`src/rtl/instr_encoder.sv`:
```
`default_nettype none
// ============================================================================
//  Module   : instr_encoder
//  Purpose  : Encodes structured instruction requests into RV32I words and
//             writes them sequentially into instruction memory.
//             Optional NOP padding on flush: INSTR_ENCODER_NOP_PAD_EN.
//  Revision : 1.0 - initial release
// ============================================================================
module instr_encoder #(
    parameter int ADDR_W = 8,
    parameter int DEPTH  = 256
) (
    input  logic              clk,
    input  logic              rst,
    input  logic              start,
    input  logic              in_valid,
    output logic              in_ready,
    input  logic [3:0]        in_op,
    input  logic [4:0]        in_rd,
    input  logic [4:0]        in_rs1,
    input  logic [4:0]        in_rs2,
    input  logic [12:0]       in_imm,
    input  logic              flush,
    output logic              imem_we,
    output logic [ADDR_W-1:0] imem_addr,
    output logic [31:0]       imem_wdata,
    output logic [ADDR_W:0]   count,
    output logic              done,
    output logic              err,
    output logic [1:0]        err_code
);

    localparam logic [ADDR_W:0] c_depth     = (ADDR_W+1)'(DEPTH);
    localparam logic [6:0]      c_opc_imm   = 7'b0010011;
    localparam logic [6:0]      c_opc_reg   = 7'b0110011;
    localparam logic [6:0]      c_opc_store = 7'b0100011;
    localparam logic [6:0]      c_opc_br    = 7'b1100011;
    localparam logic [31:0]     c_nop       = 32'h0000_0013;

`ifdef INSTR_ENCODER_NOP_PAD_EN
    typedef enum logic [1:0] {
        S_RUN  = 2'd0,
        S_PAD  = 2'd1,
        S_DONE = 2'd2
    } state_t;
    localparam state_t c_flush_target = S_PAD;
`else
    typedef enum logic [1:0] {
        S_RUN  = 2'd0,
        S_DONE = 2'd2
    } state_t;
    localparam state_t c_flush_target = S_DONE;
`endif

    state_t              r_state;
    state_t              w_state_nxt;
    logic                r_we;
    logic [ADDR_W-1:0]   r_addr;
    logic [31:0]         r_wdata;
    logic [ADDR_W:0]     r_count;
    logic                r_err;
    logic [1:0]          r_err_code;
    logic                r_flush_pend;

    logic                w_full;
    logic                w_accept;
    logic [2:0]          w_f3;
    logic [31:0]         w_word;
    logic [1:0]          w_err_code;

    assign w_full   = (r_count >= c_depth);
    assign w_accept = in_valid & in_ready;

    // Ops 0-3 and 4-7 share the same funct3 ordering (ADD/XOR/OR/AND)
    always_comb begin
        case (in_op[1:0])
            2'd0:    w_f3 = 3'b000;
            2'd1:    w_f3 = 3'b100;
            2'd2:    w_f3 = 3'b110;
            default: w_f3 = 3'b111;
        endcase
    end

    always_comb begin
        w_word     = '0;
        w_err_code = 2'd0;
        case (in_op)
            4'd0, 4'd1, 4'd2, 4'd3: begin
                w_word = {in_imm[11:0], in_rs1, w_f3, in_rd, c_opc_imm};
                if (in_imm[12] != in_imm[11]) w_err_code = 2'd2;
            end
            4'd4, 4'd5, 4'd6, 4'd7: begin
                w_word = {7'b0000000, in_rs2, in_rs1, w_f3, in_rd, c_opc_reg};
            end
            4'd8: begin
                w_word = {in_imm[11:5], in_rs2, in_rs1, 3'b010, in_imm[4:0], c_opc_store};
                if (in_imm[12] != in_imm[11]) w_err_code = 2'd2;
            end
            4'd9, 4'd10: begin
                w_word = {in_imm[12], in_imm[10:5], in_rs2, in_rs1,
                          2'b00, (in_op == 4'd9), in_imm[4:1], in_imm[11], c_opc_br};
                if (in_imm[1:0] != 2'b00) w_err_code = 2'd3;
            end
            default: w_err_code = 2'd1;
        endcase
    end

    always_ff @(posedge clk or posedge rst) begin
        if (rst) r_state <= S_RUN;
        else     r_state <= w_state_nxt;
    end

    // A full memory takes priority over a pending flush
    always_comb begin
        w_state_nxt = r_state;
        in_ready    = 1'b0;
        done        = 1'b0;
        case (r_state)
            S_RUN: begin
                in_ready = !w_full && !r_flush_pend;
                if (w_full)            w_state_nxt = S_DONE;
                else if (r_flush_pend) w_state_nxt = c_flush_target;
            end
`ifdef INSTR_ENCODER_NOP_PAD_EN
            S_PAD: begin
                if (w_full) w_state_nxt = S_DONE;
            end
`endif
            S_DONE: begin
                done = 1'b1;
                if (start) w_state_nxt = S_RUN;
            end
            default: w_state_nxt = S_RUN;
        endcase
    end

    always_ff @(posedge clk or posedge rst) begin
        if (rst) begin
            r_we         <= 1'b0;
            r_addr       <= '0;
            r_wdata      <= '0;
            r_count      <= '0;
            r_err        <= 1'b0;
            r_err_code   <= 2'd0;
            r_flush_pend <= 1'b0;
        end else begin
            r_we <= 1'b0;
            case (r_state)
                S_RUN: begin
                    if (w_accept) begin
                        if (w_err_code == 2'd0) begin
                            r_we    <= 1'b1;
                            r_addr  <= r_count[ADDR_W-1:0];
                            r_wdata <= w_word;
                            r_count <= r_count + 1'b1;
                        end else begin
                            r_err <= 1'b1;
                            if (!r_err) r_err_code <= w_err_code;
                        end
                    end
                    // Flush waits one cycle so a word accepted alongside it still lands
                    if (flush && !w_full)         r_flush_pend <= 1'b1;
                    if (w_state_nxt != S_RUN)     r_flush_pend <= 1'b0;
                end
`ifdef INSTR_ENCODER_NOP_PAD_EN
                S_PAD: begin
                    if (!w_full) begin
                        r_we    <= 1'b1;
                        r_addr  <= r_count[ADDR_W-1:0];
                        r_wdata <= c_nop;
                        r_count <= r_count + 1'b1;
                    end
                end
`endif
                S_DONE: begin
                    if (start) begin
                        r_count    <= '0;
                        r_err      <= 1'b0;
                        r_err_code <= 2'd0;
                    end
                end
                default: ;
            endcase
        end
    end

    assign imem_we    = r_we;
    assign imem_addr  = r_addr;
    assign imem_wdata = r_wdata;
    assign count      = r_count;
    assign err        = r_err;
    assign err_code   = r_err_code;

endmodule
`default_nettype wire

```
`config.mk`:
```
export PLATFORM = sky130hd
export DESIGN_NAME = instr_encoder
export DESIGN_NICKNAME = d
export VERILOG_FILES = /design/src/rtl/instr_encoder.sv
export SDC_FILE = /design/constraint.sdc
export NUM_CORES = 1
export LEC_CHECK = 0
export BUFFER_PORTS_ARGS = -buffer_cell sky130_fd_sc_hd__clkbuf_2
export CORE_ASPECT_RATIO = 1.2
export CORE_UTILIZATION = 53
export CTS_CLUSTER_DIAMETER = 150
export CTS_CLUSTER_SIZE = 8
export DETAILED_ROUTE_END_ITERATION = 8
export PLACE_DENSITY = 0.9
export SLEW_MARGIN = 15
export SYNTH_ARGS = -nofsm -noshare
export SYNTH_HDL_FRONTEND = slang
export SYNTH_SLANG_ARGS = --single-unit
```
`constraint.sdc`:
```
create_clock -name clk -period 5 [get_ports clk]
set_clock_uncertainty 0.15 [all_clocks]
set_input_delay 1 -clock clk [delete_from_list [all_inputs] [get_ports clk]]
set_output_delay 1 -clock clk [all_outputs]
set_load 0.01 [all_outputs]
```
==> flow_summary.toml <==
[clocking]
cts_hold_buf = 0
clk_path_buf_depth = 2
cts_tree = "built"
h-tree-depth = 2
clock_latency_ps = 300
clk_pin_slew_ps = 90
cts_made_buffers = 5
root_buffer = "clkbuf_8"
cts.sinks = 53
cts_setup_buffers = 0
postCtsResizedCells = 0

[yosys]
ys_warn_count = 0
ys_seq_area_share_pct = 53.0
synth_edf_count = 0
syn_avg_cell_area_um2 = 9.52
synth_seq_cells = 53
ys.flop_type = "dfrtp_1"
synth.distinct_cells = 50
syn_inst = 263
syn_area_um2 = 2500
synthArstFlopShare_pct = 100

[global_route]
antenna_found_initial = 0
grt_first_pass_wirelength_um = 9400
globalRouteOverflowTotal = 0
grt_pass1_vias = 1992
grt_max_degree = 54
grtUsageTotal_pct = 24.2

[power_and_ir_drop]
power_frac_clock_pct = 16.8
p_int_mw = 0.877
sw_frac_of_total_pct = 37.0
power_mw = 1.39
powerDensity_nw_per_um2 = 465
pwr-share-seq_pct = 48.7
switchingPower_mw = 0.514
pwr-share-comb_pct = 34.4
worst_ir_drop_vdd_v = 0.000281
p_leak_nw = 1.54

[placement]
place_area_um2 = 2910
dp_hpwl_um = 4110
port-buffer-count = 89
place.gp.congestion = 0.862
dp_cells = 395

[floorplan]
start_util_pct = 54.9
rows = 27
dieArea_um2 = 5000
die_h_um = 77.3
coreArea_um2 = 4560
die_x_um = 64.7
io_pins = 92

[critical_path]
required_ps = 5050
worst_setup_path_start_kind = "primary input"
path_class = "primary input to flop"
crit_family = "compound AO/OA/AOI/OAI gates"
crit_arrival_ps = 3290
reg2reg_slack_ps = 2630
end_kind = "flop"
slowest_stage = "a21o_1"
worst-path-buf-inv = 3
crit_chain = "clkbuf_2, inv_1, o22ai_1, a21o_1, inv_2, o21a_1"
critPathMaxFanout = 27
cp_slowest_stage_delay_ps = 770

[timing]
max_freq_ghz = 0.309
setup_viol = 0
hold_violations = 0
relSlewSlack_pct = 40.7
post-route-period-util_pct = 64.7
setup_tns_ps = 0
rsz0062_at_grt = "no"
final.min_clock_period_ps = 3240
slew_viol_final = 0
tightest_slew_ps = 888

[layout]
diodes = 0
fin_area_um2 = 2990
nFillCells = 397
area_growth_pct = 19.6
drive_above_1_share_pct = 32.5
final_cells = 403
finalNetCount = 383
final_cell_mix = "89 x clkbuf_2, 63 x nand2_1, 53 x dfrtp_1"
final_util_pct = 65.7
final_common_cell = "clkbuf_2"

[route]
routed_wl_um = 5620
drtIter0Drc = 176
first_pass_iters = 4
routedWlPerCell_um = 13.9
ant_nets = 0
viasPerCell = 5.33
drt_drc_violations_left = 0
num_vias = 2147

[run]
drv_cap = 0

[min_path]
min_path_type = "flop to flop"

[status]
status = "completed"
[worst register-to-register path, stage by stage, from the launching register on]
cell	delay (ps)
dfrtp_1	480
nor4_2	460
nand2_1	100
a21o_1	460
inv_2	450
nor2_1	80
nor2_1	120
[kinds of logic after synthesis]
logic type | count (synthesis) | synth area share [%]
AOI/OAI and AO/OA | 60 | 16.7
xor gates and xnor gates | 3 | 1.35
adders and majority gates | 2 | 0.999
buffers and inverters | 25 | 6.25
DFF | 53 | 53.0
muxes | 2 | 0.899
other | 1 | 0.150
and+or+nand+nor | 117 | 20.6
[final timing paths]
check	start	endpoint	depth (start not counted)
setup / recovery	in_op[3]	imem_wdata[7]$_DFFE_PP0P_	6
hold / removal	imem_wdata[31]$_DFFE_PP0P_	imem_wdata[31]$_DFFE_PP0P_	2
setup reg to reg	r_state[1]$_DFF_PP0_	imem_wdata[20]$_DFFE_PP0P_	6
hold reg to reg	imem_wdata[31]$_DFFE_PP0P_	imem_wdata[31]$_DFFE_PP0P_	2
max in group asynchronous	rst	r_flush_pend$_DFFE_PP0P_	2
min in group asynchronous	rst	imem_wdata[15]$_DFFE_PP0P_	2
[cells in the mapped netlist, types with 2 or more instances]
cell,n,area share (%)
nand2b_1,3,0.75
nor3_1,2,0.40
nor2_1,32,4.8
buf_2,10,2.0
o21ai_0,8,1.6
a21oi_1,8,1.6
a221oi_1,9,3.1
a21o_1,2,0.60
and2_1,2,0.50
buf_4,3,0.90
a31o_2,2,0.70
nor3b_1,2,0.60
a41o_1,2,0.80
buf_6,3,1.3
inv_1,6,0.90
o31ai_1,2,0.60
xnor2_1,2,0.70
o21ai_1,10,2.0
ha_1,2,1.0
nand2_1,63,9.4
a211oi_1,3,0.90
a31oi_1,4,1.0
mux2_2,2,0.90
nand4_1,2,0.50
nor2b_1,2,0.50
dfrtp_1,53,53
[routing by layer]
metal	wire length, um	track usage [%]	vias up
li1	-	-	1054
met3	323	5.36	14
met2	2820	38.6	91
met5	0	0	-
met1	2370	32.0	988
met4	102	8.67	0
[cell type report]
class	count	area, um^2	share of cell area (%)
clock buffer	5	68.8	2.30
clock inverter	3	17.5	0.585
inverter	7	27.5	0.919
multi-input combinational	187	1030	34.4
sequential	53	1330	44.3
tap	58	72.6	2.42
timing repair buffer	90	453	15.1
[per-stage QoR]
stage	setup slack (ps)	hold slack, ps
3_5_place_dp	1510	318
4_1_cts	1830	341
3_3_place_gp	1590	309
2_1_floorplan	2440	361
5_1_grt	1560	362
6_report	1760	335
[power groups by stage]
stage | Clock, mW | Sequential (mW) | Combinational (mW)
global placement | 0 | 0.678 | 0.466
CTS | 0.240 | 0.679 | 0.485
finish | 0.234 | 0.678 | 0.479
detailed placement | 0 | 0.687 | 0.483
floorplan | 0 | 0.740 | 0.215
global route | 0.257 | 0.697 | 0.536
[state kept, by name (all words and copies together), names as in the netlist]
signal and flops:
r_state 2, r_flush_pend 1, imem_addr 8, err_code 2, imem_we 1, err 1
count 9, imem_wdata 29
Note: power is estimated with default switching activity, not from simulation.
